File: src/rtl/uart_pkg.sv
// Shared UART definitions: ASCII constants, hex-digit conversion and the
// frame-engine state encoding.
package uart_pkg;

  localparam logic [7:0] ASCII_0  = 8'h30;
  localparam logic [7:0] ASCII_A  = 8'h41;
  localparam logic [7:0] ASCII_CR = 8'h0D;
  localparam logic [7:0] ASCII_LF = 8'h0A;

  localparam logic [1:0] F_IDLE  = 2'd0;
  localparam logic [1:0] F_START = 2'd1;
  localparam logic [1:0] F_DATA  = 2'd2;
  localparam logic [1:0] F_STOP  = 2'd3;

  function automatic logic [7:0] nibble_to_ascii(input logic [3:0] n);
    if (n < 4'd10) return ASCII_0 + {4'd0, n};
    else           return ASCII_A + {4'd0, n} - 8'd10;
  endfunction

endpackage

File: src/rtl/uart_tx_core.sv
// 8N1 frame engine. The accept cycle already drives the start bit, so a new
// frame can follow a stop bit with no idle gap.
module uart_tx_core
  import uart_pkg::*;
#(
  parameter int CLKS_PER_BIT = 104
) (
  input  logic       i_Clk,
  input  logic       i_Reset,
  input  logic       i_TX_DV,
  input  logic [7:0] i_TX_Byte,
  output logic       o_TX_Serial,
  output logic       o_TX_Active,
  output logic       o_TX_Done
);

  localparam int CNT_W = $clog2(CLKS_PER_BIT);
  localparam logic [CNT_W-1:0] CNT_LAST = CNT_W'(CLKS_PER_BIT - 1);

  logic [1:0]       state;
  logic [CNT_W-1:0] clk_cnt;
  logic [2:0]       bit_idx;
  logic [7:0]       data_r;
  logic             last_cnt;

  assign last_cnt = (clk_cnt == CNT_LAST);

  always_ff @(posedge i_Clk) begin
    if (i_Reset) begin
      state   <= F_IDLE;
      clk_cnt <= '0;
      bit_idx <= '0;
    end else begin
      case (state)
        F_IDLE: begin
          // The accept cycle is the first start-bit cycle.
          if (i_TX_DV) begin
            state   <= F_START;
            clk_cnt <= CNT_W'(1);
            bit_idx <= '0;
          end
        end
        F_START: begin
          if (last_cnt) begin
            state   <= F_DATA;
            clk_cnt <= '0;
          end else begin
            clk_cnt <= clk_cnt + 1'b1;
          end
        end
        F_DATA: begin
          if (last_cnt) begin
            clk_cnt <= '0;
            bit_idx <= bit_idx + 1'b1;
            if (bit_idx == 3'd7) state <= F_STOP;
          end else begin
            clk_cnt <= clk_cnt + 1'b1;
          end
        end
        default: begin
          if (last_cnt) begin
            state   <= F_IDLE;
            clk_cnt <= '0;
          end else begin
            clk_cnt <= clk_cnt + 1'b1;
          end
        end
      endcase
    end
  end

  always_ff @(posedge i_Clk) begin
    if (state == F_IDLE && i_TX_DV) data_r <= i_TX_Byte;
  end

  always_comb begin
    o_TX_Serial = 1'b1;
    case (state)
      F_IDLE:  o_TX_Serial = ~i_TX_DV;
      F_START: o_TX_Serial = 1'b0;
      F_DATA:  o_TX_Serial = data_r[bit_idx];
      default: o_TX_Serial = 1'b1;
    endcase
  end

  assign o_TX_Active = (state != F_IDLE);
  assign o_TX_Done   = (state == F_STOP) && last_cnt;

endmodule

File: src/rtl/byte_hex_uart_tx.sv
// Sends one byte as two uppercase ASCII hex characters (optionally + CR LF)
// over an 8N1 UART line.
module byte_hex_uart_tx
  import uart_pkg::*;
#(
  parameter int CLKS_PER_BIT = 104,
  parameter int SEND_CRLF    = 1
) (
  input  logic       i_Clk,
  input  logic       i_Reset,
  input  logic       i_DV,
  input  logic [7:0] i_Byte,
  output logic       o_Busy,
  output logic       o_Done,
  output logic       o_UART_TX
);

  localparam logic [1:0] S_IDLE   = 2'd0;
  localparam logic [1:0] S_LOAD   = 2'd1;
  localparam logic [1:0] S_SEND   = 2'd2;
  localparam logic [1:0] S_FINISH = 2'd3;

  localparam logic [1:0] LAST_IDX = (SEND_CRLF != 0) ? 2'd3 : 2'd1;

  logic [1:0] state;
  logic [1:0] char_idx;
  logic [7:0] byte_r;
  logic [7:0] tx_char;
  logic       tx_dv;
  logic       tx_active;
  logic       tx_done;
  logic       can_accept;

  // FINISH counts as idle so back-to-back messages need no extra cycle.
  assign can_accept = (state == S_IDLE) || (state == S_FINISH);

  always_ff @(posedge i_Clk) begin
    if (i_Reset) begin
      state    <= S_IDLE;
      char_idx <= '0;
    end else begin
      case (state)
        S_IDLE, S_FINISH: begin
          if (i_DV) begin
            state    <= S_LOAD;
            char_idx <= '0;
          end else begin
            state <= S_IDLE;
          end
        end
        S_LOAD: state <= S_SEND;
        default: begin
          if (tx_done) begin
            char_idx <= char_idx + 1'b1;
            state    <= (char_idx == LAST_IDX) ? S_FINISH : S_LOAD;
          end
        end
      endcase
    end
  end

  always_ff @(posedge i_Clk) begin
    if (can_accept && i_DV && !i_Reset) byte_r <= i_Byte;
  end

  always_comb begin
    tx_char = ASCII_LF;
    case (char_idx)
      2'd0:    tx_char = nibble_to_ascii(byte_r[7:4]);
      2'd1:    tx_char = nibble_to_ascii(byte_r[3:0]);
      2'd2:    tx_char = ASCII_CR;
      default: tx_char = ASCII_LF;
    endcase
  end

  assign tx_dv = (state == S_LOAD);

  uart_tx_core #(
    .CLKS_PER_BIT(CLKS_PER_BIT)
  ) u_core (
    .i_Clk      (i_Clk),
    .i_Reset    (i_Reset),
    .i_TX_DV    (tx_dv),
    .i_TX_Byte  (tx_char),
    .o_TX_Serial(o_UART_TX),
    .o_TX_Active(tx_active),
    .o_TX_Done  (tx_done)
  );

  assign o_Busy = tx_dv | tx_active;
  assign o_Done = (state == S_FINISH);

endmodule

File: config.mk
export PLATFORM = sky130hd
export DESIGN_NAME = byte_hex_uart_tx
export DESIGN_NICKNAME = d
export VERILOG_FILES = /design/src/rtl/uart_pkg.sv /design/src/rtl/uart_tx_core.sv /design/src/rtl/byte_hex_uart_tx.sv
export SDC_FILE = /design/constraint.sdc
export NUM_CORES = 1
export LEC_CHECK = 0
export CAP_MARGIN = 20
export CORE_ASPECT_RATIO = 1.4
export CORE_MARGIN = 1
export CORE_UTILIZATION = 50
export DETAILED_ROUTE_END_ITERATION = 10
export PLACE_DENSITY_LB_ADDON = 0.12
export SLEW_MARGIN = 20
export SYNTH_ARGS = -nofsm -noshare
export SYNTH_HDL_FRONTEND = slang
export SYNTH_SLANG_ARGS = --single-unit
File: constraint.sdc
create_clock -name i_Clk -period 4.5 [get_ports i_Clk]
set_input_delay 0.675 -clock i_Clk [delete_from_list [all_inputs] [get_ports i_Clk]]
set_output_delay 0.675 -clock i_Clk [all_outputs]
set_load 0.005 [all_outputs]
==> results of run 1 <==
-- synth_stat cells, types with 2 or more instances --
cell type / number / area share (%)
ha_1: 18 / 12
dfxtp_1: 16 / 17
edfxtp_1: 15 / 25
inv_1: 15 / 3.1
nand2_1: 13 / 2.7
nor2_1: 13 / 2.7
o21ai_0: 10 / 2.7
a21oi_1: 9 / 2.5
nand2b_1: 7 / 2.4
nand3_1: 7 / 1.9
a211oi_1: 4 / 1.6
a31oi_1: 4 / 1.4
clkbuf_1: 4 / 0.82
nor2b_1: 4 / 1.4
o211ai_1: 4 / 1.6
xnor2_1: 4 / 1.9
a221oi_1: 3 / 1.4
a22oi_1: 3 / 1.2
a311oi_1: 3 / 1.4
mux2i_1: 3 / 1.6
nand4_1: 2 / 0.68
nor3_1: 2 / 0.55
o21ai_1: 2 / 0.55
-- how the worst max path moves through the flow --
stage | endpoint | slack [ns] | start | depth (start not counted)
2_1_floorplan | byte_r[0] | 2.69 | i_Reset | 3
3_3_place_gp | o_Busy | 1.91 | u_core.state[0] | 5
3_5_place_dp | o_Busy | 1.82 | u_core.state[0] | 5
4_1_cts | o_Busy | 1.51 | u_core.state[0] | 5
5_1_grt | o_Busy | 1.32 | u_core.state[0] | 5
6_report | o_Busy | 1.51 | u_core.state[0] | 5
-- routing by layer --
metal | global-route usage [%] | share of wire [%]
met4 | 10.5 | 2.1
met2 | 35.9 | 52
met1 | 21.4 | 41
met5 | 0 | 0
met3 | 5.59 | 4.7
-- registers in the layout, summed over array words and instances, names as in the netlist --
signal          cells
byte_r              8
u_core.clk_cnt      7
u_core.data_r       7
u_core.bit_idx      3
char_idx            2
state               2
u_core.state        2
-- critical path: cells and delay by family, from the launching register on --
family | cells | cell delay [ns]
adders and majority gates | 1 | 0.42
buffers and inverters | 3 | 0.82
DFF | 1 | 0.35
and+or+nand+nor | 1 | 0.44
-- cells by family (layout without fill, tap and decap cells) --
group | Yosys count | after routing | share of synthesized area [%]
simple gates | 57 | 57 | 16.9
fa+ha+maj | 18 | 18 | 12.3
xor+xnor | 4 | 4 | 1.91
compound gates | 49 | 49 | 18.4
mux | 4 | 4 | 2.87
flops | 31 | 31 | 42.0
buf+inv | 22 | 36 | 5.60
-- through the flow --
stage / setup WS, ns / std cells / hold WS, ns
after global placement: 1.91 / 231 / 0.490
after global routing: 1.32 / 239 / 0.553
after detailed placement: 1.82 / 231 / 0.512
after CTS: 1.51 / 239 / 0.525
final: 1.51 / 239 / 0.518
after floorplan: 2.69 / 185 / 0.463
-- power groups by stage --
stage	combinational [mW]	clock [mW]	sequential, mW
floorplan	0.277	0	0.394
global placement	0.343	0	0.399
detailed placement	0.354	0	0.404
CTS	0.357	0.212	0.398
global route	0.403	0.227	0.404
finish	0.356	0.207	0.397
-- final cells by class --
cell class	count	share of cell area, %
well taps	40	2.44
clock buffers	7	3.73
multi-input cells	132	46.9
clock inverters	1	0.244
inverters	15	2.75
repair buffers	13	6.35
flip-flops and latches	31	37.6
==> run_results.csv, run 1 <==
group,metric,value,unit
floorplanning,dieArea,3920,um2
route,ant_nets,0,
timing,final_hold_viol_count,0,
cts,cts_max_level,2,
final_layout,fillers,321,
global_routing,grt_pass1_wl,5710,um
synthesis,synth_seq_cells,31,
worst_setup_path,reg2reg_slack,2.56,ns
pwr,p_sw,0.331,mW
timing,finalSetupViolCount,0,
global_routing,grt_max_degree,20,
cts,cts_buffer_depth,2,
placement,place_congestion,0.806,
synthesis,postSynth.topFlopCell,"dfxtp_1",
worst_setup_path,cp.arrival,2.32,ns
timing,skew,0.00457,ns
synthesis,netlist_area,1830,um2
placement,dp_hpwl,2510,um
synthesis,syn_area_per_cell,9.91,um2
global_routing,grt_pass1_vias,1377,
floorplanning,rows,25,
cts,cts_root_buf,"clkbuf_8",
final_layout,antenna_cells,0,
final_layout,final_cell_mix,"18 x ha_1, 16 x dfxtp_1, 15 x inv_1, 15 x edfxtp_1",
global_routing,antenna_found_initial,0,
final_layout,fin_area,2050,um2
timing,period_share,66.4,%
placement,place_area,1970,um2
global_routing,overflow,0,
final_layout,layout_commonest_cell,"ha_1",
final_layout,seq_area,771,um2
worst_setup_path,startpoint_type,"register",
route,drt_first_pass_iters,4,
timing,period_minus_slack,2.99,ns
worst_setup_path,crit_type,"reg -> out",
pwr,switching_share,34.5,%
synthesis,synth_nets,214,
cts,ctsHoldBuffers,0,
worst_setup_path,critical_path.cell_chain,"inv_1 -> ha_1 -> nor2b_1 -> inv_1 -> clkdlybuf4s50_1",
pwr,ir_worst_vdd,0.000314,V
worst_setup_path,slowest_stage,"clkdlybuf4s50_1",
worst_setup_path,worstPathMaxFanout,15,
final_layout,final_util,59.5,%
final_layout,multi_input_area,960,um2
cts,clkLatencyLatePin,0.28,ns
synthesis,yosysSeqAreaShare,42.0,%
pwr,pwr-share-comb,37.1,%
cts,path_clk_slew,0.06,ns
timing,fmax,334,MHz
timing,max_slew_margin,56.9,%
timing,setup_tns,0,ns
final_layout,nets,227,
synthesis,synth_warnings,0,
global_routing,grt_usage,20.3,%
route,wl_per_cell,14.0,um
flow_run,maxCapViolations,0,
floorplanning,placeableCoreArea,3440,um2
timing,finalMaxSlewViolations,0,
cts,post_cts_resized,0,
cts,post-cts-setup-buffers,0,
worst_setup_path,end_kind,"output pin",
worst_setup_path,crit-reg2reg-capture,"u_core.bit_idx[0]",
cts,cts_buffers,5,
route,vias_per_cell,6.01,
hold_path,whs_path_depth,2,
final_layout,area_growth_syn_to_layout,11.7,%
synthesis,synth_edf_count,15,
worst_setup_path,required,3.83,ns
floorplanning,die_h,73.6,um
placement,io_buffers,13,
cts,cts_tree,"built",
worst_setup_path,r2r-start,"u_core.state[0]",
synthesis,synth_cell_types,43,
pwr,clkPwrFrac,21.6,%
pwr,seq_power_share,41.3,%
hold_path,min_from,"state[0]",
floorplanning,start_util,53.3,%
route,finalWirelength,3350,um
timing,max_slew.worst_pin.slew,0.645,ns
cts,cts.sinks,31,
worst_setup_path,cpPeakStageDelay,0.49,ns
route,via_count,1436,
timing,rsz0062_at_grt,"no",
route,drt-initial-drc-count,51,
route,drc_errors,0,
pwr,p_int,0.630,mW
synthesis,syn-instance-count,185,
synthesis,synth-async-reset-ratio,0,%
pwr,p_leak,0.789,nW
hold_path,holdCritPathClass,"reg -> reg",
worst_setup_path,crit_path_frequent_cell,"inv_1",
pwr,total_power,0.961,mW
floorplanning,ios,14,
run_status,status,"finished clean",
pwr,power.density,469,nW/um2
final_layout,drive_above_1_share,6.03,%
floorplanning,die-width,53.2,um
hold_path,holdPathEnd,"state[0]",
worst_setup_path,reg2reg_depth,6,
Note: power is estimated with default switching activity, not from simulation.
==> run 2: changes to the inputs <==
==> constraint.sdc (replaced) <==
create_clock -name i_Clk -period 2.85 [get_ports i_Clk]
set_input_delay 0.4275 -clock i_Clk [delete_from_list [all_inputs] [get_ports i_Clk]]
set_output_delay 0.4275 -clock i_Clk [all_outputs]
set_load 0.005 [all_outputs]
==> run_results.csv, run 2 (synthesized netlist as in run 1, its figures left out) <==
group,metric,value,unit
pwr,total_power,1.61,mW
route,drt_first_pass_iters,4,
timing,finalMaxSlewViolations,0,
pwr,p_sw,0.522,mW
hold_path,min_from,"u_core.clk_cnt[5]",
cts,cts_tree,"built",
global_routing,grt_max_degree,19,
final_layout,drive_above_1_share,7.00,%
floorplanning,rows,25,
pwr,p_int,1.09,mW
cts,cts_buffer_depth,2,
cts,cts_max_level,2,
worst_setup_path,critical_path.cell_chain,"inv_1 -> ha_1 -> nor2b_2 -> inv_1 -> clkdlybuf4s50_1",
timing,finalSetupViolCount,0,
worst_setup_path,startpoint_type,"register",
timing,final_hold_viol_count,0,
floorplanning,placeableCoreArea,3440,um2
route,finalWirelength,3360,um
pwr,pwr-share-comb,35.5,%
global_routing,grt_pass1_wl,5550,um
final_layout,regMostFlops,"byte_r",
placement,place_congestion,0.818,
route,drt-initial-drc-count,58,
pwr,power.density,773,nW/um2
route,ant_nets,0,
timing,period_minus_slack,2.61,ns
timing,fin_hold_ws,0.516,ns
hold_path,holdCritPathClass,"reg -> reg",
worst_setup_path,cpPeakStageDelay,0.47,ns
pwr,seq_power_share,38.9,%
final_layout,fin_area,2080,um2
final_layout,largest_reg_flops,8,
final_layout,layout_commonest_cell,"ha_1",
run_status,status,"finished clean",
placement,dp_hpwl,2540,um
cts,clkLatencyLatePin,0.28,ns
global_routing,grt_usage,19.8,%
worst_setup_path,crit_type,"reg -> out",
floorplanning,start_util,53.3,%
cts,cts_buffers,5,
worst_setup_path,reg2reg_depth,5,
route,drc_errors,0,
hold_path,holdPathEnd,"u_core.clk_cnt[5]",
worst_setup_path,end_kind,"output pin",
final_layout,antenna_cells,0,
route,vias_per_cell,5.84,
final_layout,area_growth_syn_to_layout,13.7,%
worst_setup_path,crit-reg2reg-capture,"u_core.state[0]",
pwr,ir_worst_vdd,0.000537,V
timing,skew,0.00608,ns
route,via_count,1401,
timing,setup_tns,0,ns
final_layout,fillers,306,
worst_setup_path,required,2.42,ns
cts,cts.sinks,31,
floorplanning,die-width,53.2,um
timing,period_share,91.6,%
worst_setup_path,r2r-start,"u_core.clk_cnt[0]",
timing,max_slew_margin,59.3,%
placement,place_area,1970,um2
worst_setup_path,slowest_stage,"clkdlybuf4s50_1",
global_routing,grt_pass1_vias,1318,
final_layout,largestRegisters,"byte_r: 8 flops, u_core.clk_cnt: 7 flops, u_core.data_r: 7 flops",
route,wl_per_cell,14.0,um
timing,fmax,383,MHz
final_layout,nets,228,
cts,path_clk_slew,0.06,ns
final_layout,final_cell_mix,"18 x ha_1, 16 x dfxtp_1, 15 x inv_1, 15 x edfxtp_1",
pwr,switching_share,32.4,%
placement,io_buffers,13,
flow_run,maxCapViolations,0,
hold_path,whs_path_depth,1,
pwr,p_leak,0.806,nW
pwr,clkPwrFrac,25.5,%
global_routing,overflow,0,
timing,rsz0062_at_grt,"no",
floorplanning,die_h,73.6,um
worst_setup_path,reg2reg_slack,1.00,ns
cts,cts_root_buf,"clkbuf_8",
global_routing,antenna_found_initial,0,
floorplanning,dieArea,3920,um2
worst_setup_path,crit_path_frequent_cell,"inv_1",
floorplanning,ios,14,
worst_setup_path,cp.arrival,2.18,ns
worst_setup_path,worstPathMaxFanout,15,
timing,max_slew.worst_pin.slew,0.609,ns
final_layout,final_util,60.5,%
==> run 2: cell types whose count changed in the layout (fill, tap and decap cells not counted), sizes merged <==
cell,change
bufinv,+1
clkinv,-1
buf,+1
==> run 2: critical path: cells and delay by family (launching register included) <==
kind,cells,cell delay [ns]
flip-flops,1,0.35
buffers and inverters,3,0.75
AND/OR/NAND/NOR,1,0.37
adder cells (fa/ha/maj),1,0.44
==> run 2: what timing repair did <==
item                       4_1_cts  5_1_grt
setup buffers                    0        0
setup endpoints to repair        0        2
resized for setup                0        1
hold buffers                     0        0
==> run 2: metrics by stage <==
stage          cells  setup slack, ns
6_report         240            0.240
5_1_grt          240           0.0516
4_1_cts          240            0.103
3_5_place_dp     232            0.427
3_3_place_gp     232            0.511
2_1_floorplan    185             1.26
==> run 2: layer usage <==
metal	vias up	wire length (um)	GRT usage (%)	part of all wire, %
met1	665	1440	21.4	43
met4	0	62	8.77	1.8
met5	-	0	0	0
li1	698	-	-	-
met2	32	1750	34.5	52
met3	6	106	6.21	3.2
==> run 2: power by group through the flow <==
stage / logic [mW] / registers (mW) / clock network, mW
after floorplan: 0.437 / 0.621 / 0
after global placement: 0.542 / 0.629 / 0
after detailed placement: 0.563 / 0.636 / 0
after CTS: 0.570 / 0.626 / 0.425
after global routing: 0.638 / 0.636 / 0.447
final: 0.572 / 0.627 / 0.411
==> run 2: area by class of cell <==
cell class	count	area [um2]	share of cell area (%)
multi-input combinational	132	962	46.2
sequential	31	771	37.0
timing repair buffer	14	138	6.61
clock buffer	7	76.3	3.66
inverter	15	56.3	2.70
tap	40	50.0	2.40
clock inverter	1	30.0	1.44
==> run 2: worst max path at each step <==
stage / from / end / slack [ns] / cells past startpoint
2_1_floorplan: u_core.clk_cnt[0] / u_core.state[0] / 1.26 / 6
5_1_grt: u_core.state[0] / o_Busy / 0.05 / 5
3_3_place_gp: u_core.state[0] / o_Busy / 0.51 / 5
3_5_place_dp: u_core.state[0] / o_Busy / 0.43 / 5
6_report: u_core.state[0] / o_Busy / 0.24 / 5
4_1_cts: u_core.state[0] / o_Busy / 0.10 / 5
==> run 3: changes to the inputs <==
--- a/config.mk
+++ b/config.mk
@@ -9,6 +9,7 @@
 export CORE_ASPECT_RATIO = 1.4
 export CORE_MARGIN = 1
 export CORE_UTILIZATION = 50
+export CTS_CLUSTER_DIAMETER = 30
 export DETAILED_ROUTE_END_ITERATION = 10
 export PLACE_DENSITY_LB_ADDON = 0.12
 export SLEW_MARGIN = 20
==> constraint.sdc (replaced) <==
create_clock -name i_Clk -period 2.9 [get_ports i_Clk]
set_input_delay 0.435 -clock i_Clk [delete_from_list [all_inputs] [get_ports i_Clk]]
set_output_delay 0.435 -clock i_Clk [all_outputs]
set_load 0.005 [all_outputs]
==> run_results.csv, run 3 (synthesized netlist as in run 1, its figures left out) <==
group,metric,value,unit
run_status,status,"finished clean",
placement,io_buffers,13,
floorplanning,ios,14,
cts,cts_root_buf,"clkbuf_8",
timing,max_slew.worst_pin.slew,0.616,ns
final_layout,fillers,299,
cts,cts_buffers,5,
worst_setup_path,end_kind,"output pin",
timing,period_share,91.3,%
global_routing,grt_pass1_wl,5510,um
final_layout,final_util,60.5,%
global_routing,grt_usage,19.8,%
final_layout,area_growth_syn_to_layout,13.7,%
timing,rsz0062_at_grt,"no",
flow_run,maxCapViolations,0,
global_routing,grt_use_met1,21.7,%
floorplanning,placeableCoreArea,3440,um2
worst_setup_path,cp.arrival,2.21,ns
global_routing,grt_util_met3,6.21,%
worst_setup_path,reg2reg_depth,5,
cts,ctsHoldBuffers,0,
timing,final_hold_viol_count,0,
pwr,power.density,764,nW/um2
worst_setup_path,startpoint_type,"register",
final_layout,antenna_cells,0,
global_routing,grt_max_degree,19,
final_layout,final_cell_mix,"18 x ha_1, 16 x dfxtp_1, 15 x inv_1, 15 x edfxtp_1",
worst_setup_path,required,2.47,ns
placement,place_congestion,0.812,
timing,max_slew_margin,58.8,%
cts,cts_buffer_depth,2,
final_layout,regMostFlops,"byte_r",
timing,setup_tns,0,ns
final_layout,largestRegisters,"byte_r: 8 flops, u_core.clk_cnt: 7 flops, u_core.data_r: 7 flops",
global_routing,overflow,0,
placement,placed_cells,232,
worst_setup_path,worstPathMaxFanout,15,
global_routing,antenna_found_initial,0,
floorplanning,rows,25,
timing,finalSetupViolCount,0,
worst_setup_path,crit-reg2reg-capture,"u_core.state[0]",
route,ant_nets,0,
final_layout,stdcell_count,240,
worst_setup_path,r2r-start,"u_core.clk_cnt[0]",
floorplanning,die-width,53.2,um
route,drc_errors,0,
cts,cts.sinks,31,
global_routing,busiest_layer,"met2",
cts,clkLatencyLatePin,0.28,ns
route,vias_per_cell,5.78,
route,wl_per_cell,14.1,um
pwr,p_leak,0.806,nW
worst_setup_path,crit_type,"reg -> out",
final_layout,layout_commonest_cell,"ha_1",
timing,fin_hold_ws,0.516,ns
cts,path_clk_slew,0.06,ns
timing,fmax,378,MHz
timing,period_minus_slack,2.65,ns
cts,cts_tree,"built",
hold_path,whs_path_depth,1,
route,via_count,1387,
placement,dp_hpwl,2550,um
global_routing,grt_use_met2,34.2,%
final_layout,drive_above_1_share,7.00,%
timing,skew,0.00468,ns
route,finalWirelength,3390,um
hold_path,min_from,"u_core.clk_cnt[5]",
floorplanning,die_h,73.6,um
floorplanning,start_util,53.3,%
pwr,ir_worst_vdd,0.000500,V
final_layout,nets,228,
route,drt-initial-drc-count,58,
route,drt_first_pass_iters,4,
hold_path,holdCritPathClass,"reg -> reg",
global_routing,grt_pass1_vias,1295,
worst_setup_path,reg2reg_slack,1.03,ns
final_layout,largest_reg_flops,8,
cts,cts_max_level,2,
floorplanning,dieArea,3920,um2
hold_path,holdPathEnd,"u_core.clk_cnt[5]",
timing,finalMaxSlewViolations,0,
==> run 3: cell counts in the layout (fill, tap and decap cells not counted) <==
Identical to the previous run, type by type.
==> run 3: layer usage <==
layer / vias up / wire length [um]
li1: 700 / -
met1: 644 / 1420
met2: 37 / 1770
met3: 6 / 135
met4: 0 / 64
met5: - / 0
==> run 3: cell type report <==
| type | instances | area, um2 | area share [%] |
|---|---|---|---|
| clock buffers | 7 | 76.3 | 3.66 |
| clock inverters | 1 | 30.0 | 1.44 |
| inverters | 15 | 56.3 | 2.70 |
| multi-input cells | 132 | 962 | 46.2 |
| flip-flops and latches | 31 | 771 | 37.0 |
| well taps | 40 | 50.0 | 2.40 |
| repair buffers | 14 | 138 | 6.61 |
==> run 3: per-stage QoR <==
stage / area (um2) / setup WS, ns / total power [mW]
after floorplan: 1830 / 1.31 / 1.04
after global placement: 1970 / 0.553 / 1.15
after detailed placement: 1970 / 0.466 / 1.18
after CTS: 2080 / 0.143 / 1.59
after global routing: 2080 / 0.109 / 1.69
final: 2080 / 0.253 / 1.59
==> run 3: timing repair <==
item / in CTS / in global routing
resized for setup: 0 / 1
buffers inserted: 0 / 0
endpoints found under the setup margin: 0 / 1
==> run 3: power breakdown <==
part	internal [mW]	leakage, nW	switching [mW]
combinational	0.253	0.484	0.313
sequential	0.561	0.269	0.0556
clock	0.257	0.0524	0.152
total	1.07	0.806	0.520
==> run 3: worst max-delay path by stage <==
stage | to | cells past startpoint | from
CTS | o_Busy | 5 | u_core.state[0]
global route | o_Busy | 5 | u_core.state[0]
global placement | o_Busy | 5 | u_core.state[0]
finish | o_Busy | 5 | u_core.state[0]
floorplan | u_core.state[0] | 6 | u_core.clk_cnt[0]
detailed placement | o_Busy | 5 | u_core.state[0]
==> run 3: critical path, stage by stage (launching register included) <==
cell             delay (ns)
dfxtp_1                0.35
inv_1                  0.10
ha_1                   0.45
nor2b_2                0.38
inv_1                  0.18
clkdlybuf4s50_1        0.47
